===== src/rtl/led_writer.sv =====
// Memory-mapped LED output peripheral: DATA/MASK/PERIOD registers, blink prescaler, 1-cycle readback.
// Optional macro LED_SETCLR_EN adds set/clear/toggle aliases of DATA at addresses 4..6.
module led_writer #(
    parameter int LED_W    = 16,
    parameter int PERIOD_W = 24
) (
    input  logic                clk,
    input  logic                rst,
    input  logic [31:0]         writeData,
    input  logic                writeEnable,
    input  logic                readEnable,
    input  logic [29:0]         memAddress,
    output logic [LED_W-1:0]    leds,
    output logic [31:0]         readData
);

    localparam logic [2:0] ADDR_DATA   = 3'd0;
    localparam logic [2:0] ADDR_MASK   = 3'd1;
    localparam logic [2:0] ADDR_PERIOD = 3'd2;
    localparam logic [2:0] ADDR_STATUS = 3'd3;
`ifdef LED_SETCLR_EN
    localparam logic [2:0] ADDR_SET    = 3'd4;
    localparam logic [2:0] ADDR_CLR    = 3'd5;
    localparam logic [2:0] ADDR_TGL    = 3'd6;
`endif

    logic [LED_W-1:0]    data_q, data_d;
    logic [LED_W-1:0]    mask_q, mask_d;
    logic [PERIOD_W-1:0] period_q, period_d;
    logic [PERIOD_W-1:0] counter_q, counter_d;
    logic                phase_q, phase_d;
    logic [31:0]         read_data_q, read_data_d;

    logic [2:0]          addr;
    logic [LED_W-1:0]    wd;
    logic                period_wr;
    logic [31:0]         status_word;
    logic [31:0]         rd_val;

    // Only the low address bits and low data bits are meaningful.
    logic unused_bits;
    assign unused_bits = &{1'b0, memAddress[29:3], writeData};

    assign addr      = memAddress[2:0];
    assign wd        = writeData[LED_W-1:0];
    assign period_wr = writeEnable && (addr == ADDR_PERIOD);

    always_comb begin
        data_d   = data_q;
        mask_d   = mask_q;
        period_d = period_q;
        if (writeEnable) begin
            case (addr)
                ADDR_DATA:   data_d   = wd;
                ADDR_MASK:   mask_d   = wd;
                ADDR_PERIOD: period_d = writeData[PERIOD_W-1:0];
`ifdef LED_SETCLR_EN
                ADDR_SET:    data_d   = data_q | wd;
                ADDR_CLR:    data_d   = data_q & ~wd;
                ADDR_TGL:    data_d   = data_q ^ wd;
`endif
                default:     ;
            endcase
        end
    end

    // A PERIOD write restarts the blink cycle so a shrunken period never waits out a long wrap.
    always_comb begin
        counter_d = counter_q;
        phase_d   = phase_q;
        if (period_wr || (period_q == '0)) begin
            counter_d = '0;
            phase_d   = 1'b0;
        end else if (counter_q == period_q) begin
            counter_d = '0;
            phase_d   = ~phase_q;
        end else begin
            counter_d = counter_q + 1'b1;
        end
    end

    always_comb begin
        status_word             = '0;
        status_word[0]          = phase_q;
        status_word[PERIOD_W:1] = counter_q;
    end

    always_comb begin
        rd_val = '0;
        case (addr)
            ADDR_DATA:   rd_val[LED_W-1:0]    = data_q;
            ADDR_MASK:   rd_val[LED_W-1:0]    = mask_q;
            ADDR_PERIOD: rd_val[PERIOD_W-1:0] = period_q;
            ADDR_STATUS: rd_val               = status_word;
`ifdef LED_SETCLR_EN
            ADDR_SET, ADDR_CLR, ADDR_TGL: rd_val[LED_W-1:0] = data_q;
`endif
            default:     rd_val = '0;
        endcase
        read_data_d = readEnable ? rd_val : '0;
    end

    always_ff @(posedge clk or negedge rst) begin
        if (!rst) begin
            data_q      <= '0;
            mask_q      <= '0;
            period_q    <= '0;
            counter_q   <= '0;
            phase_q     <= 1'b0;
            read_data_q <= '0;
        end else begin
            data_q      <= data_d;
            mask_q      <= mask_d;
            period_q    <= period_d;
            counter_q   <= counter_d;
            phase_q     <= phase_d;
            read_data_q <= read_data_d;
        end
    end

    assign leds     = data_q ^ (mask_q & {LED_W{phase_q}});
    assign readData = read_data_q;

endmodule


===== config.mk =====
export PLATFORM = sky130hd
export DESIGN_NAME = led_writer
export DESIGN_NICKNAME = d
export VERILOG_FILES = /design/src/rtl/led_writer.sv
export SDC_FILE = /design/constraint.sdc
export NUM_CORES = 1
export LEC_CHECK = 0
export ABC_AREA = 1
export CORE_ASPECT_RATIO = 1.2
export CORE_MARGIN = 2
export CORE_UTILIZATION = 49
export DETAILED_ROUTE_END_ITERATION = 10
export GPL_ROUTABILITY_DRIVEN = 0
export PLACE_DENSITY = 0.76
export SYNTH_ARGS = -nofsm -noshare
export SYNTH_HDL_FRONTEND = slang
export SYNTH_SLANG_ARGS = --single-unit

===== constraint.sdc =====
create_clock -name clk -period 4.3 [get_ports clk]
set_input_delay 1.075 -clock clk [delete_from_list [all_inputs] [get_ports clk]]
set_output_delay 1.075 -clock clk [all_outputs]
set_load 0.01 [all_outputs]

==> results of run 1 <==
-- power groups by stage --
| stage | Sequential (mW) | Clock [mW] | Combinational, mW |
|---|---|---|---|
| floorplan | 1.25 | 0 | 0.405 |
| global placement | 1.28 | 0 | 0.592 |
| detailed placement | 1.29 | 0 | 0.611 |
| CTS | 1.27 | 0.760 | 0.617 |
| global route | 1.29 | 0.809 | 0.698 |
| finish | 1.27 | 0.746 | 0.611 |
-- layer usage --
layer / GRT usage (%) / vias up / wire [µm]
met4: 10.7 / 0 / 332
met2: 38.1 / 135 / 6680
met5: 0 / - / 0
met1: 30.8 / 2363 / 5840
li1: - / 2421 / -
met3: 2.72 / 21 / 499
-- cells by family (layout without fill, tap and decap cells) --
kind of cell,after synthesis,after routing,share of synthesized area [%]
buffers and inverters,138,200,10.0
adder cells (fa/ha/maj),1,1,0.225
AND/OR/NAND/NOR,368,368,25.7
AO/OA/AOI/OAI,96,96,9.88
other,1,7,0.0673
XOR/XNOR,41,41,6.45
flip-flops,106,106,47.6
-- per-stage QoR --
stage               hold slack (ns)  power (mW)  utilization, %
global route                  0.512        2.80            60.0
global placement              0.466        1.87            57.6
finish                        0.486        2.63            60.0
detailed placement            0.473        1.90            57.6
floorplan                     0.453        1.66               -
CTS                           0.490        2.65            60.0
-- worst max-delay path: stages (launching register included) --
cell,delay [ns]
dfrtp_1,0.83
nand2_1,0.13
xor2_1,0.25
clkdlybuf4s50_1,0.59
-- state kept, by name, indices dropped and copies added (netlist names) --
signal,cells
readData,25
counter_q,24
period_q,24
data_q,16
mask_q,16
phase_q,1
-- worst max path at each step --
stage / start / end / cells past startpoint
after floorplan: phase_q / leds[3] / 4
after global placement: memAddress[0] / readData[3] / 6
after detailed placement: memAddress[0] / data_q[15] / 6
after CTS: phase_q / leds[6] / 3
after global routing: phase_q / leds[6] / 3
final: phase_q / leds[6] / 3
-- synth_stat cells (all sizes together), types with 3 or more instances --
library cell / n / area [µm²]
inv: 105 / 394
nand2: 210 / 791
nand4: 3 / 18.8
a211oi: 14 / 105
buf: 13 / 90.1
xnor2: 8 / 70.1
clkbuf: 18 / 67.6
nor2: 135 / 509
o22ai: 22 / 138
a21oi: 8 / 40.0
dfrtp: 106 / 2650
nor3: 3 / 20.0
xor2: 33 / 289
o21ai: 50 / 250
nand3: 17 / 95.1
-- cell type report --
cell class | instances | area, µm² | share of cell area (%)
Sequential cell | 106 | 2650 | 40.1
Tap cell | 132 | 165 | 2.50
Inverter | 107 | 402 | 6.07
Timing Repair Buffer | 77 | 753 | 11.4
Clock inverter | 6 | 33.8 | 0.510
Clock buffer | 10 | 229 | 3.46
Multi-Input combinational cell | 513 | 2380 | 36.0
==> flow_summary.yaml, run 1 <==
finish:
  nets: 881
  final_cell_mix: "nand2_1 (209), nor2_1 (134), dfrtp_1 (106)"
  layout_commonest_cell: "nand2_1"
  drive_gt1_share_pct: 3.79
  fill_cells: 1006
  num_antenna_cells: 0
  synthToLayoutAreaGrowth_pct: 18.8
  finish.instance_area_um2: 6620
  stdcell_count: 951
clock_network:
  cts_buffers: 9
  clockBufferDepth: 2
  path_clk_slew_ns: 0.07
  worstSkewPairLatency_ns: 0.35
  cts_tree: "done"
  cts_hold_buf: 0
  post_cts_buffers: 0
  cts-root-buf: "clkbuf_16"
  h-tree-depth: 3
  cts.sinks: 106
  cts_resized: 0
route:
  drt_first_pass_iters: 5
  dr_total_vias: 4940
  drt-initial-drc-count: 383
  drc_errors: 0
  drt-total-wl_um: 13400
  ant_nets: 0
  viasPerCell: 5.19
  avgRoutedWirePerCell_um: 14.0
sta:
  rsz0062_at_grt: "false"
  setup_violations: 0
  layout_worst_path_cycle_share_pct: 75.2
  hold_viol_final: 0
  worst_pin_slew_ns: 0.996
  setup_tns_ns: 0
  slew_violations: 0
  timing.final.ws_setup_ns: 1.07
  slew_headroom_pct: 33.4
  finClkSkew_ns: 0.00693
  period_needed_ns: 3.23
  max_clock_freq_mhz: 309
logic_synthesis:
  syn_inst: 751
  synth_area_um2: 5570
  ys.flop_type: "dfrtp_1"
  synth_seq_area_share_pct: 47.6
  ys_types: 25
  async_reset_ff_share_pct: 100
  synth_edf_count: 0
  ys_warn_count: 0
  ys_ff_latch: 106
  synth_area_per_cell_um2: 7.42
placement:
  dp_hpwl_um: 9550
  place_inst: 935
  dpl_worst_slack_ns: 1.18
  place_area_um2: 6350
  port_buffers: 71
job:
  max_cap_violations: 0
power_and_ir_drop:
  p_int_mw: 1.79
  irDropWorstVdd_mv: 0.218
  p_seq_share_pct: 48.4
  p_sw_uw: 840
  p_leak_nw: 3.14
  p_per_area_nw_per_um2: 397
  p_comb_share_pct: 23.2
  swShare_pct: 31.9
  clockPowerShare_pct: 28.4
setup_path:
  critPathMaxFanout: 18
  worstReg2RegStart: "counter_q[16]"
  path_class: "reg2out"
  cp.required_ns: 3.22
  r2r_setup_slack_ns: 2.23
  arrival_ns: 2.16
  r2r_end: "counter_q[18]"
  cp-end-kind: "output port"
  worstRegToRegCells: 9
  critPathLaunchType: "flop"
floorplan:
  die_w_um: 101
  die_h_um: 121
  pin_count: 114
  start_util_pct: 50.5
  row_count: 42
  design.core.area_um2: 11000
  dieArea_um2: 12200
grt:
  grtUsageTotal_pct: 23.3
  grt_pass1_vias: 4768
  grt_max_degree: 62
  grt-ovfl-total: 0
  grt_pass1_wl_um: 22300
  antenna_found_initial: 0
min_path:
  whs_path_depth: 2
  hold_end: "data_q[5]"
  hp-start: "data_q[5]"
  hold_class: "reg2reg"
outcome:
  status: "finished, final reports clean"
Power figures use the tool's default switching activity.
==> run 2: changes to the inputs <==
- CORE_UTILIZATION: 49 -> 47
- clock period: 4.3 -> 2.9 ns (I/O delays scaled with it)
==> run 2 against run 1 <==
Clock power increased by 66%. Hold slack got worse by 0.26 ns. First-iteration DRC count decreased by 22%. Largest cell class unchanged.
==> flow_summary.yaml, run 2 (synthesized netlist as in run 1, its figures left out) <==
setup_path:
  critPathLaunch: "phase_q"
  worstReg2RegStart: "counter_q[17]"
  arrival_ns: 1.85
  critPathMaxFanout: 18
  cp-end-kind: "output port"
  cp.required_ns: 2.17
  critPathLaunchType: "flop"
  path_class: "reg2out"
floorplan:
  pin_count: 114
  die_h_um: 123
  dieArea_um2: 12700
  start_util_pct: 48.2
  design.core.area_um2: 11600
  die_w_um: 103
  row_count: 43
grt:
  grt-ovfl-total: 0
  grt_max_degree: 57
  grt_pass1_vias: 4581
  grtUsageTotal_pct: 22.1
  grt_pass1_wl_um: 21700
  antenna_found_initial: 0
finish:
  synthToLayoutAreaGrowth_pct: 21.5
  fill_cells: 1112
  num_antenna_cells: 0
  final_cell_mix: "nand2_1 (209), nor2_1 (134), dfrtp_1 (106)"
  layout_commonest_cell: "nand2_1"
  stdcell_count: 982
  nets: 887
  drive_gt1_share_pct: 4.61
  largest_register_ffs: 25
  fin_util_pct: 58.5
  finish.instance_area_um2: 6770
clock_network:
  cts_hold_buf: 0
  cts.sinks: 106
  path_clk_slew_ns: 0.07
  post_cts_buffers: 0
  cts_buffers: 9
  cts_resized: 0
  cts-root-buf: "clkbuf_16"
  h-tree-depth: 3
  cts_tree: "done"
  worstSkewPairLatency_ns: 0.35
  clockBufferDepth: 2
sta:
  setup_tns_ns: 0
  slew_violations: 0
  hold_viol_final: 0
  rsz0062_at_grt: "false"
  finClkSkew_ns: 0.00876
  timing.final.ws_setup_ns: 0.325
  hold_slack_ns: 0.230
  layout_worst_path_cycle_share_pct: 88.8
  setup_violations: 0
  max_clock_freq_mhz: 388
  period_needed_ns: 2.57
min_path:
  hold_class: "in2async"
route:
  drt-initial-drc-count: 297
  drt_first_pass_iters: 5
  avgRoutedWirePerCell_um: 13.4
  dr_total_vias: 4796
  drt-total-wl_um: 13100
  drc_errors: 0
  ant_nets: 0
  viasPerCell: 4.88
power_and_ir_drop:
  p_leak_nw: 3.19
  power_mw: 4.03
  irDropWorstVdd_mv: 0.319
  p_per_area_nw_per_um2: 595
placement:
  dp_hpwl_um: 9490
  place_inst: 966
  dpl_worst_slack_ns: 0.399
  place_area_um2: 6470
  port_buffers: 71
job:
  max_cap_violations: 0
outcome:
  status: "finished, final reports clean"
## run 2: final cells by class
class                      count  area (µm²)  area share [%]
timing repair buffer          83         836            12.3
sequential                   106        2650            39.2
clock inverter                 7        75.1            1.11
tap                          157         196            2.90
multi-input combinational    513        2380            35.2
inverter                     107         402            5.93
clock buffer                   9         225            3.33
## run 2: per-layer routing
metal / vias up / global-route usage (%) / routed length (µm) / share of wire, %
li1: 2431 / - / - / -
met1: 2221 / 29.9 / 5910 / 45
met2: 126 / 36.0 / 6350 / 48
met3: 18 / 3.34 / 614 / 4.7
met4: 0 / 8.22 / 236 / 1.8
met5: - / 0 / 0 / 0
## run 2: final timing paths
check                           endpoint  slack (ns)  cells past startpoint
min in group clk               data_q[1]        0.49                      2
setup reg to reg           counter_q[11]        0.96                     10
hold / removal              period_q[22]        0.23                      1
setup / recovery                leds[15]        0.33                      4
max in group asynchronous  counter_q[18]        1.95                      2
hold reg to reg                data_q[1]        0.49                      2
## run 2: critical path, cell delays in order, from the launching register on
cell,delay [ns]
dfrtp_1,0.33
buf_4,0.25
nand2_1,0.10
xor2_1,0.22
clkdlybuf4s50_1,0.59
## run 2: power breakdown
group / total (mW) / switching [mW] / internal, mW
clock: 1.24 / 0.563 / 0.674
combinational: 0.904 / 0.500 / 0.405
sequential: 1.89 / 0.207 / 1.68
total: 4.03 / 1.27 / 2.76
==> run 3: changes to the inputs <==
- REMOVE_ABC_BUFFERS: default -> 1
==> run 3 against run 2 <==
Wire length decreased by 0.92%. Via count is 0.92% lower. Setup slack improved by 0.081 ns. Sequential share of layout area is 0.13 points higher. Clock skew shrank 0.0015 ns. Final area down 0.33%. Sequential cell count unchanged. Clock power about the same. Sequential power about the same. Cell count down 0.10%. Register-to-register slack better by 0.05 ns. Largest cell class unchanged. Largest power group unchanged.
==> flow_summary.yaml, run 3 (synthesized netlist as in run 1, its figures left out) <==
grt:
  busiest_layer: "met2"
  grt_max_degree: 72
  grt_pass1_wl_um: 21500
  met2_usage_pct: 36.3
  grt_pass1_vias: 4602
  met3_usage_pct: 3.05
  grtUsageTotal_pct: 21.7
  grt-ovfl-total: 0
  antenna_found_initial: 0
  use_met1_pct: 28.4
power_and_ir_drop:
  p_leak_nw: 3.18
  p_seq_share_pct: 46.7
  swShare_pct: 31.0
  p_int_mw: 2.78
  p_comb_share_pct: 22.7
  p_sw_mw: 1.25
  irDropWorstVdd_mv: 0.284
  p_per_area_nw_per_um2: 596
  clockPowerShare_pct: 30.6
setup_path:
  r2r_setup_slack_ns: 1.01
  cp-end-kind: "output port"
  cp.required_ns: 2.17
  path_class: "reg2out"
  arrival_ns: 1.77
  critPathLaunchType: "flop"
  critPathMaxFanout: 18
route:
  viasPerCell: 4.84
  ant_nets: 0
  drt-initial-drc-count: 301
  drt-total-wl_um: 13000
  dr_total_vias: 4752
  avgRoutedWirePerCell_um: 13.2
  drc_errors: 0
  drt_first_pass_iters: 5
sta:
  hold_viol_final: 0
  rsz0062_at_grt: "false"
  slew_violations: 0
  layout_worst_path_cycle_share_pct: 86.0
  finClkSkew_ns: 0.00721
  period_needed_ns: 2.49
  max_clock_freq_mhz: 401
  setup_tns_ns: 0
  setup_violations: 0
finish:
  num_antenna_cells: 0
  drive_gt1_share_pct: 4.25
  synthToLayoutAreaGrowth_pct: 21.1
  layout_commonest_cell: "nand2_1"
  nets: 886
  largest_register_ffs: 25
  stdcell_count: 981
  final_cell_mix: "nand2_1 (209), nor2_1 (134), dfrtp_1 (106)"
job:
  max_cap_violations: 0
floorplan:
  row_count: 43
  start_util_pct: 48.2
  die_w_um: 103
  design.core.area_um2: 11600
  die_h_um: 123
  pin_count: 114
  dieArea_um2: 12700
clock_network:
  worstSkewPairLatency_ns: 0.35
  cts_buffers: 9
  post_cts_buffers: 0
  cts.sinks: 106
  cts_tree: "done"
  clockBufferDepth: 2
  h-tree-depth: 3
  cts-root-buf: "clkbuf_16"
  path_clk_slew_ns: 0.07
  cts_resized: 0
  cts_hold_buf: 0
placement:
  place_inst: 965
  port_buffers: 71
  dp_hpwl_um: 9340
min_path:
  hold_class: "in2async"
outcome:
  status: "finished, final reports clean"
[run 3: cell count changes in the layout (fill, tap and decap cells not counted)]
cell        delta
clkbuf_1       +2
clkinvlp_4     -2
inv_6          -2
buf_12         -1
clkbuf_8       +1
clkinv_4       +1
[run 3: final cells by class]
type,count,area [µm²]
clock buffer,12,246
clock inverter,4,51.3
fill,1072,4820
inverter,107,402
multi-input combinational,513,2380
sequential,106,2650
tap,157,196
timing repair buffer,82,816
[run 3: through the flow]
step           hold WS (ns)  util, %  setup slack [ns]  area (µm²)  total power, mW
3_3_place_gp          0.467     55.7             0.414        6450             2.78
5_1_grt               0.356     58.3             0.323        6750             4.26
2_1_floorplan         0.429        -             0.115        5440             2.44
3_5_place_dp          0.473     55.7             0.374        6450             2.81
6_report              0.321     58.3             0.406        6750             4.02
4_1_cts               0.330     58.3             0.388        6750             4.05
[run 3: path summary, 6_finish.rpt]
check	from	to	depth (start not counted)
worst max-delay path	phase_q	leds[8]	4
min in group clk	data_q[11]	data_q[11]	2
worst max register to register	counter_q[15]	counter_q[11]	10
max in group asynchronous	rst	readData[0]	2
worst min-delay path	rst	readData[13]	1
worst min register to register	data_q[11]	data_q[11]	2
[run 3: power by group through the flow]
stage | logic (mW) | registers (mW) | clock network (mW)
after global placement | 0.886 | 1.89 | 0
final | 0.912 | 1.88 | 1.23
after CTS | 0.917 | 1.88 | 1.26
after global routing | 1.04 | 1.91 | 1.31
after detailed placement | 0.909 | 1.90 | 0
after floorplan | 0.571 | 1.86 | 0
[run 3: critical path, cell delays in order, from the launching register on]
cell and delay (ns):
dfrtp_1 0.32, buf_4 0.26, nand2_1 0.10, xor2_1 0.17, clkdlybuf4s50_1 0.56
[run 3: routing by layer]
metal  up-vias  wire [µm]
met5         -          0
met4         0        262
met3        20        576
met2       121       6340
met1      2180       5810
li1       2431          -
==> variant (settings of run 1) <==
Put a register stage on the output `leds`, with the module's reset. The value now appears one clock later. The other outputs are not delayed to match.
--- a/src/rtl/led_writer.sv
+++ b/src/rtl/led_writer.sv
@@ -118,7 +118,13 @@
         end
     end
 
-    assign leds     = data_q ^ (mask_q & {LED_W{phase_q}});
+    always_ff @(posedge clk or negedge rst) begin
+        if (!rst) begin
+            leds <= '0;
+        end else begin
+            leds <= data_q ^ (mask_q & {LED_W{phase_q}});
+        end
+    end
     assign readData = read_data_q;
 
 endmodule
Behaviour: not the same (Yosys sat finds a counterexample within 4 cycles, from zero or initial values and one cycle with rst low).
==> variant against run 1 <==
Setup slack improved by 0.29 ns; sequential cell count increased by 16; design area increased by 11%; via count increased by 2.0%; clock skew decreased by 0.0020 ns; wire length increased by 4.3%; area after synthesis increased by 7.2%; core utilization increased by 1.3 points; critical endpoint is now counter_q[21]; total power increased by 30%; critical path depth increased by 5.
==> variant: results (changes against run 1) <==
| Metric | Value |
|---|---|
| Worst R2R Setup Slack | 2.25 ns (was 2.23 ns) |
| Gates resized, CTS repair | 0 (unchanged) |
| # diodes | 0 (unchanged) |
| FFs w/ async S/R, synth | 100.0% (unchanged) |
| Synth Area in Adders | 0.2095% (was 0.2246%) |
| Synth top cells by count | 209 x nand2_1, 134 x nor2_1, 122 x dfrtp_1 (was 209 x nand2_1, 134 x nor2_1, 106 x dfrtp_1) |
| First-pass iteration count of the detailed router | 5 (unchanged) |
| DR iter-0 viols | 325 (was 383) |
| Maximum VDD drop | 0.3393 mV (was 0.2177 mV) |
| Worst-path clk slew | 0.05 ns (was 0.07 ns) |
| Max reg flops | 25 (unchanged) |
| Crit-path max FO | 49 (was 18) |
| Post-synthesis sequential area ratio | 51.12% (was 47.61%) |
| Final nets | 904 (was 881) |
| Clock Tree Buf Depth | 2 (unchanged) |
| First-pass GRT wire length | 23740 um (was 22350 um) |
| Post-CTS setup repair buffer count | 0 (unchanged) |
| Hold_ws | 0.4840 ns (was 0.4856 ns) |
| Leakage power | 0.003480 uW (was 0.003142 uW) |
| CTS Buf Count | 17 (was 9) |
| Mux contribution to synthesized area | 0% (unchanged) |
| Hpwl dp | 9455 um (was 9555 um) |
| Synth Area in Compound Gates | 9.219% (was 9.881%) |
| Routed wire length | 13930 um (was 13350 um) |
| Critical Path Start Type | primary input (was flop) |
| Status | finished clean (unchanged) |
| Clk Latency, worst-skew pair | 0.41 ns (was 0.35 ns) |
| Clk_skew | 0.004939 ns (was 0.006925 ns) |
| Leading post-synthesis cells by cell area | dfrtp_1 51%, nand2_1 13%, nor2_1 8.4% (was dfrtp_1 48%, nand2_1 14%, nor2_1 9.0%) |
| Via density | 4.982 (was 5.195) |
| Layout cells sized above 1 | 5.059% (was 3.785%) |
| Largest net degree at the start of global routing | 65 (was 62) |
| Total global-route track usage | 22.74% (was 23.28%) |
| Root Buffer Master | clkbuf_16 (unchanged) |
| Htree depth | 4 (was 3) |
| Relative slew slack | 35.83% (was 33.41%) |
| Xor/xnor cell area share of the yosys netlist | 6.013% (was 6.445%) |
| Vias in the first global route | 4900 (was 4768) |
| Data arrival time of the critical path | 3.21 ns (was 2.16 ns) |
-- variant: critical path, cell delays in order --
cell	delay, ns
clkdlybuf4s50_1	0.42
nor2_1	0.26
nand3_1	0.13
buf_4	0.30
nand2_1	0.25
inv_1	0.10
nand2_1	0.55
nor2_1	0.11
-- variant: path summary, 6_finish.rpt --
kind	startpoint	end	depth (start not counted)
worst max-delay path	memAddress[0]	counter_q[21]	8
worst min-delay path	data_q[4]	data_q[4]	2
worst max register to register	counter_q[0]	counter_q[21]	9
worst min register to register	data_q[4]	data_q[4]	2
max in group asynchronous	rst	mask_q[6]	2
min in group asynchronous	rst	counter_q[23]	1
-- variant: power by group --
group / internal, uW / switching, uW / total, uW
registers: 1310 / 146 / 1460
clock network: 851 / 481 / 1330
logic: 269 / 347 / 617
-- variant: cell families after synthesis --
kind of cell	after synthesis
buffers and inverters	138
adder cells (fa/ha/maj)	1
AND/OR/NAND/NOR	368
other	1
XOR/XNOR	41
AO/OA/AOI/OAI	96
flip-flops	122
-- variant: area by class of cell --
cell class / count / area (um^2)
tap: 161 / 201.4
clock buffer: 25 / 495.5
clock inverter: 7 / 65.06
sequential: 122 / 3053
timing repair buffer: 76 / 758.2
inverter: 107 / 401.6
fill: 1097 / 4644
multi-input combinational: 513 / 2382
-- variant: layer usage --
layer / GRT usage (%) / vias to the layer above / share of wire, %
li1: - / 2494 / -
met1: 29.09 / 2374 / 44
met2: 37.93 / 154 / 49
met3: 6.048 / 15 / 5.6
met4: 6.980 / 0 / 1.4
met5: 0 / - / 0
-- variant: per-stage QoR --
| step | setup WS, ns | std cells | total power [uW] | area, um^2 | util, % |
|---|---|---|---|---|---|
| after floorplan | 2.255 | 773 | 1842 | 5995 | - |
| after global placement | 1.014 | 979 | 2067 | 6797 | 56.63 |
| after detailed placement | 0.9563 | 979 | 2083 | 6797 | 56.63 |
| after CTS | 1.368 | 1011 | 3426 | 7357 | 61.30 |
| after global routing | 1.131 | 1011 | 3596 | 7357 | 61.30 |
| final | 1.353 | 1011 | 3409 | 7357 | 61.30 |
